**config.mk**
```make
export PLATFORM = sky130hd
export DESIGN_NAME = captura_operandos
export DESIGN_NICKNAME = d
export VERILOG_FILES = /design/src/rtl/captura_operandos.sv
export SDC_FILE = /design/constraint.sdc
export NUM_CORES = 1
export LEC_CHECK = 0
export CORE_MARGIN = 1.5
export CORE_UTILIZATION = 35
export CTS_CLUSTER_SIZE = 8
export DETAILED_ROUTE_END_ITERATION = 12
export PLACE_DENSITY = 0.53
export RECOVER_POWER = 100
export SETUP_SLACK_MARGIN = 0.05
export SKIP_LAST_GASP = 1
export SYNTH_ARGS = -nofsm -noshare
export SYNTH_HDL_FRONTEND = slang
export SYNTH_SLANG_ARGS = --single-unit
```
**constraint.sdc**
```tcl
create_clock -name clk -period 2.9 [get_ports clk]
set_input_delay 0.725 -clock clk [delete_from_list [all_inputs] [get_ports clk]]
set_output_delay 0.725 -clock clk [all_outputs]
set_load 0.01 [all_outputs]
```
**src/rtl/captura_operandos.sv**
```systemverilog
// Parses an ASCII "DD+DD=" stream into four BCD digits for the downstream adder.
// Optional feature: define UN_DIGITO_EN to also accept single-digit operands ("7+8=").
module captura_operandos (
   input  logic       clk,
   input  logic       reset,
   input  logic [7:0] rx_dato,
   input  logic       rx_listo,
   output logic [3:0] Ad,
   output logic [3:0] Au,
   output logic [3:0] Bd,
   output logic [3:0] Bu,
   output logic       valido,
   output logic       error
);

   typedef enum logic [2:0] {
      E_AD  = 3'd0,
      E_AU  = 3'd1,
      E_MAS = 3'd2,
      E_BD  = 3'd3,
      E_BU  = 3'd4,
      E_FIN = 3'd5
   } estado_t;

   localparam logic [7:0] C_CERO    = 8'h30;
   localparam logic [7:0] C_NUEVE   = 8'h39;
   localparam logic [7:0] C_MAS     = 8'h2B;
   localparam logic [7:0] C_IGUAL   = 8'h3D;
   localparam logic [7:0] C_CR      = 8'h0D;
   localparam logic [7:0] C_ESPACIO = 8'h20;

   estado_t    estado_q;
   logic [3:0] sh_ad_q, sh_au_q, sh_bd_q, sh_bu_q;
   logic [3:0] ad_q, au_q, bd_q, bu_q;
   logic       valido_q, error_q;

   logic       es_digito, es_mas, es_term, es_espacio;
   logic       caracter, acepta, fallo;
   logic [3:0] valor;

   always_comb begin
      es_digito  = (rx_dato >= C_CERO) && (rx_dato <= C_NUEVE);
      es_mas     = (rx_dato == C_MAS);
      es_term    = (rx_dato == C_IGUAL) || (rx_dato == C_CR);
      es_espacio = (rx_dato == C_ESPACIO);
      valor      = rx_dato[3:0];
      // Spaces are transparent: they never reach the state machine.
      caracter   = rx_listo && !es_espacio;
   end

   // Which characters each state accepts; anything else is a parse error.
   always_comb begin
      // NOTE: default assignment first so no path leaves acepta unassigned (no latch).
      acepta = 1'b0;
      case (estado_q)
         E_AD:    acepta = es_digito;
         E_AU: begin
            acepta = es_digito;
`ifdef UN_DIGITO_EN
            if (es_mas) acepta = 1'b1;
`endif
         end
         E_MAS:   acepta = es_mas;
         E_BD:    acepta = es_digito;
         E_BU: begin
            acepta = es_digito;
`ifdef UN_DIGITO_EN
            if (es_term) acepta = 1'b1;
`endif
         end
         E_FIN:   acepta = es_term;
         default: acepta = 1'b0;
      endcase
      fallo = caracter && !acepta;
   end

   always_ff @(posedge clk or posedge reset) begin
      if (reset) begin
         // NOTE: every register here is a handful of flops, so all of them are reset.
         estado_q <= E_AD;
         sh_ad_q  <= '0;
         sh_au_q  <= '0;
         sh_bd_q  <= '0;
         sh_bu_q  <= '0;
         ad_q     <= '0;
         au_q     <= '0;
         bd_q     <= '0;
         bu_q     <= '0;
         valido_q <= 1'b0;
         error_q  <= 1'b0;
      end else begin
         // NOTE: non-blocking assignments so every register updates from pre-edge values.
         valido_q <= 1'b0;
         error_q  <= 1'b0;
         if (fallo) begin
            error_q  <= 1'b1;
            estado_q <= E_AD;
            sh_ad_q  <= '0;
            sh_au_q  <= '0;
            sh_bd_q  <= '0;
            sh_bu_q  <= '0;
         end else if (caracter) begin
            case (estado_q)
               E_AD: begin
                  sh_ad_q  <= valor;
                  estado_q <= E_AU;
               end
               E_AU: begin
                  if (es_digito) begin
                     sh_au_q  <= valor;
                     estado_q <= E_MAS;
                  end
`ifdef UN_DIGITO_EN
                  else begin
                     // '+' after one digit: that digit was really the units.
                     sh_au_q  <= sh_ad_q;
                     sh_ad_q  <= '0;
                     estado_q <= E_BD;
                  end
`endif
               end
               E_MAS: estado_q <= E_BD;
               E_BD: begin
                  sh_bd_q  <= valor;
                  estado_q <= E_BU;
               end
               E_BU: begin
                  if (es_digito) begin
                     sh_bu_q  <= valor;
                     estado_q <= E_FIN;
                  end
`ifdef UN_DIGITO_EN
                  else begin
                     ad_q     <= sh_ad_q;
                     au_q     <= sh_au_q;
                     bd_q     <= '0;
                     bu_q     <= sh_bd_q;
                     valido_q <= 1'b1;
                     estado_q <= E_AD;
                  end
`endif
               end
               E_FIN: begin
                  ad_q     <= sh_ad_q;
                  au_q     <= sh_au_q;
                  bd_q     <= sh_bd_q;
                  bu_q     <= sh_bu_q;
                  valido_q <= 1'b1;
                  estado_q <= E_AD;
               end
               default: estado_q <= E_AD;
            endcase
         end
      end
   end

   assign Ad     = ad_q;
   assign Au     = au_q;
   assign Bd     = bd_q;
   assign Bu     = bu_q;
   assign valido = valido_q;
   assign error  = error_q;

endmodule

```
==> qor.yml <==
cts_resized: 0
power.density_nw_per_um2: 446
clk_latency_ns: 0.29
cts_made_buffers: 5
cts_tree: "built"
synthSimpleGateAreaFrac: 0.133
max-cap-violations: 0
die_h_um: 73.4
arrival_ns: 2.90
synth_area_per_cell_um2: 12.2
antenna_found_initial: 0
yosysWarnings: 0
crit_path_end: "Bd[2]"
final_nets: 192
crit_required_ns: 3.07
status: "finished clean"
rows: 25
synth-compound-area-share: 0.0880
num_io_pins: 29
drt_pass1_iterations: 4
drive_gt1_frac: 0.165
portBuffers: 28
crit_fanout: 16
synth_mux_area_frac: 0.195
mostFrequentLayoutCell: "dfrtp_1"
synthDistinctLibCells: 37
finalHoldViolations: 0
crit-reg2reg-launch: "estado_q[0]"
syn_nets: 153
setup_ws_ns: 0.165
diodes: 0
reg2reg_to: "Bd[2]"
gp_congestion: 0.832
fillers: 473
grt_max_degree: 38
fin_crit_sh: 0.943
setup_tns_ns: 0
vias_per_cell: 5.04
coreArea_um2: 4750
cts_hold_buf: 0
yosysSeqAreaShare: 0.534
clock_sinks: 37
ys_seq_elements: 37
r2r_cells: 5
r2r_slack_ns: 0.70
final_cell_mix: "dfrtp_1, dlygate4sd3_1, nor2_1"
totalWireLength_mm: 3.80
ant_nets: 0
syn_area_um2: 1730
rsz0062_at_grt: "no"
drc: 0
synth-xor-area-share: 0.0101
path_clk_slew_ns: 0.08
synthCells: 142
post_cts_buffers: 0
peakVddDrop_mv: 0.227
max_slew.worst_pin.slew_ns: 0.924
grt_pass1_vias: 1259
synth_top_family_by_area: "multiplexers"
setup_viol: 0
areaGrowthSynthToFinish_pct: 26.6
holdWs_ns: 0.487
fin_crit_ns: 2.73
cp-start-kind: "input pin"
via_count: 1254
die_w_um: 73.4
dp_slack_ns: 0.0122
start_util: 0.365
hpwl_mm: 2.74
dr.first_iter.drc_count: 71
critPathKind: "input pin to flop"
grt_remaining_overflow: 0
dieArea_um2: 5390
grt_pass1_wl_mm: 6.33
maxSlewViolCount: 0
grt.total_usage: 0.160
leakagePower_nw: 1.10
synth_fa_ha_area_frac: 0
htree_levels: 2
max_clock_freq_mhz: 366
crit_path_start: "rx_dato[1]"
routedWlPerCell_um: 15.3
end_kind: "flop"
skew_ns: 0.00585
maxSlewHeadroom: 0.380
root_buffer: "clkbuf_8"
hold_path_class: "flop to flop"
clockBufferDepth: 2
[final cells by class]
class	count	area (µm²)	area share
timing repair buffer	40	374	0.170
multi-input combinational	93	701	0.319
sequential	37	926	0.422
clock inverter	2	13.8	0.00627
clock buffer	6	82.6	0.0376
tap	67	83.8	0.0382
inverter	4	15.0	0.00684
[state kept, by name, indices dropped and copies added, names as in the netlist]
name      count
sh_bu_q       4
Ad            4
sh_bd_q       4
valido        1
sh_au_q       4
sh_ad_q       4
Au            4
estado_q      3
error         1
Bd            4
Bu            4
[critical path, stage by stage]
cell and delay, ns:
dlygate4sd3_1 0.59, nand4b_1 0.23, or4b_4 0.56, or2_0 0.28
buf_12 0.18, mux2_1 0.33
[cell usage after synthesis (all sizes together)]
cell | number | share of area
nand4 | 6 | 0.022
clkbuf | 5 | 0.011
nand3b | 1 | 0.0043
nor3 | 1 | 0.0029
nor2b | 1 | 0.0036
dfrtp | 37 | 0.53
xor2 | 1 | 0.0051
o2111a | 2 | 0.013
a31o | 1 | 0.0051
and2 | 2 | 0.0079
o2111ai | 1 | 0.0051
a31oi | 2 | 0.0072
a211oi | 1 | 0.0043
xnor2 | 1 | 0.0051
a21oi | 6 | 0.017
nor2 | 15 | 0.032
nand3 | 2 | 0.0058
a21o | 1 | 0.0051
or2 | 2 | 0.0072
nand2 | 4 | 0.0087
mux2 | 16 | 0.13
buf | 3 | 0.021
inv | 4 | 0.0087
o31ai | 4 | 0.017
mux2i | 12 | 0.069
or4b | 1 | 0.0079
nand2b | 1 | 0.0036
nor3b | 1 | 0.0043
nor4bb | 3 | 0.017
nand4b | 1 | 0.0051
a311oi | 1 | 0.0051
o21ai | 3 | 0.0087
[metal layers]
metal	wire, µm	part of all wire	track usage
met1	1770	0.47	0.210
met2	1830	0.48	0.242
met3	121	0.032	0.0412
met4	80	0.021	0.0823
met5	0	0	0
[report_power, final]
group          switching, W   total, W  internal (W)
sequential       0.00000382   0.000525      0.000521
clock              0.000189   0.000382      0.000193
combinational     0.0000420  0.0000736     0.0000316
total              0.000235   0.000980      0.000745
[metrics by stage]
step,instances,util,power [W],cell area [µm²]
finish,249,0.462,0.000980,2200
global route,249,0.462,0.00102,2200
CTS,249,0.472,0.000994,2240
detailed placement,241,0.451,0.000612,2150
global placement,241,0.451,0.000611,2150
floorplan,142,-,0.000570,1730
[worst min path at each step]
| stage | startpoint | endpoint | depth (start not counted) |
|---|---|---|---|
| 5_1_grt | Bu[1] | Bu[1] | 1 |
| 3_5_place_dp | sh_ad_q[3] | Ad[3] | 1 |
| 4_1_cts | sh_ad_q[3] | Ad[3] | 1 |
| 2_1_floorplan | sh_ad_q[1] | Ad[1] | 1 |
| 3_3_place_gp | sh_ad_q[3] | Ad[3] | 1 |
| 6_report | Bu[1] | Bu[1] | 1 |
[kinds of logic (layout without fill, tap and decap cells)]
family	Yosys count	after routing
and+or+nand+nor	41	41
DFF	37	37
muxes	28	28
AOI/OAI and AO/OA	22	22
buffers and inverters	12	52
xor gates and xnor gates	2	2
(Power assumes the default switching activity.)
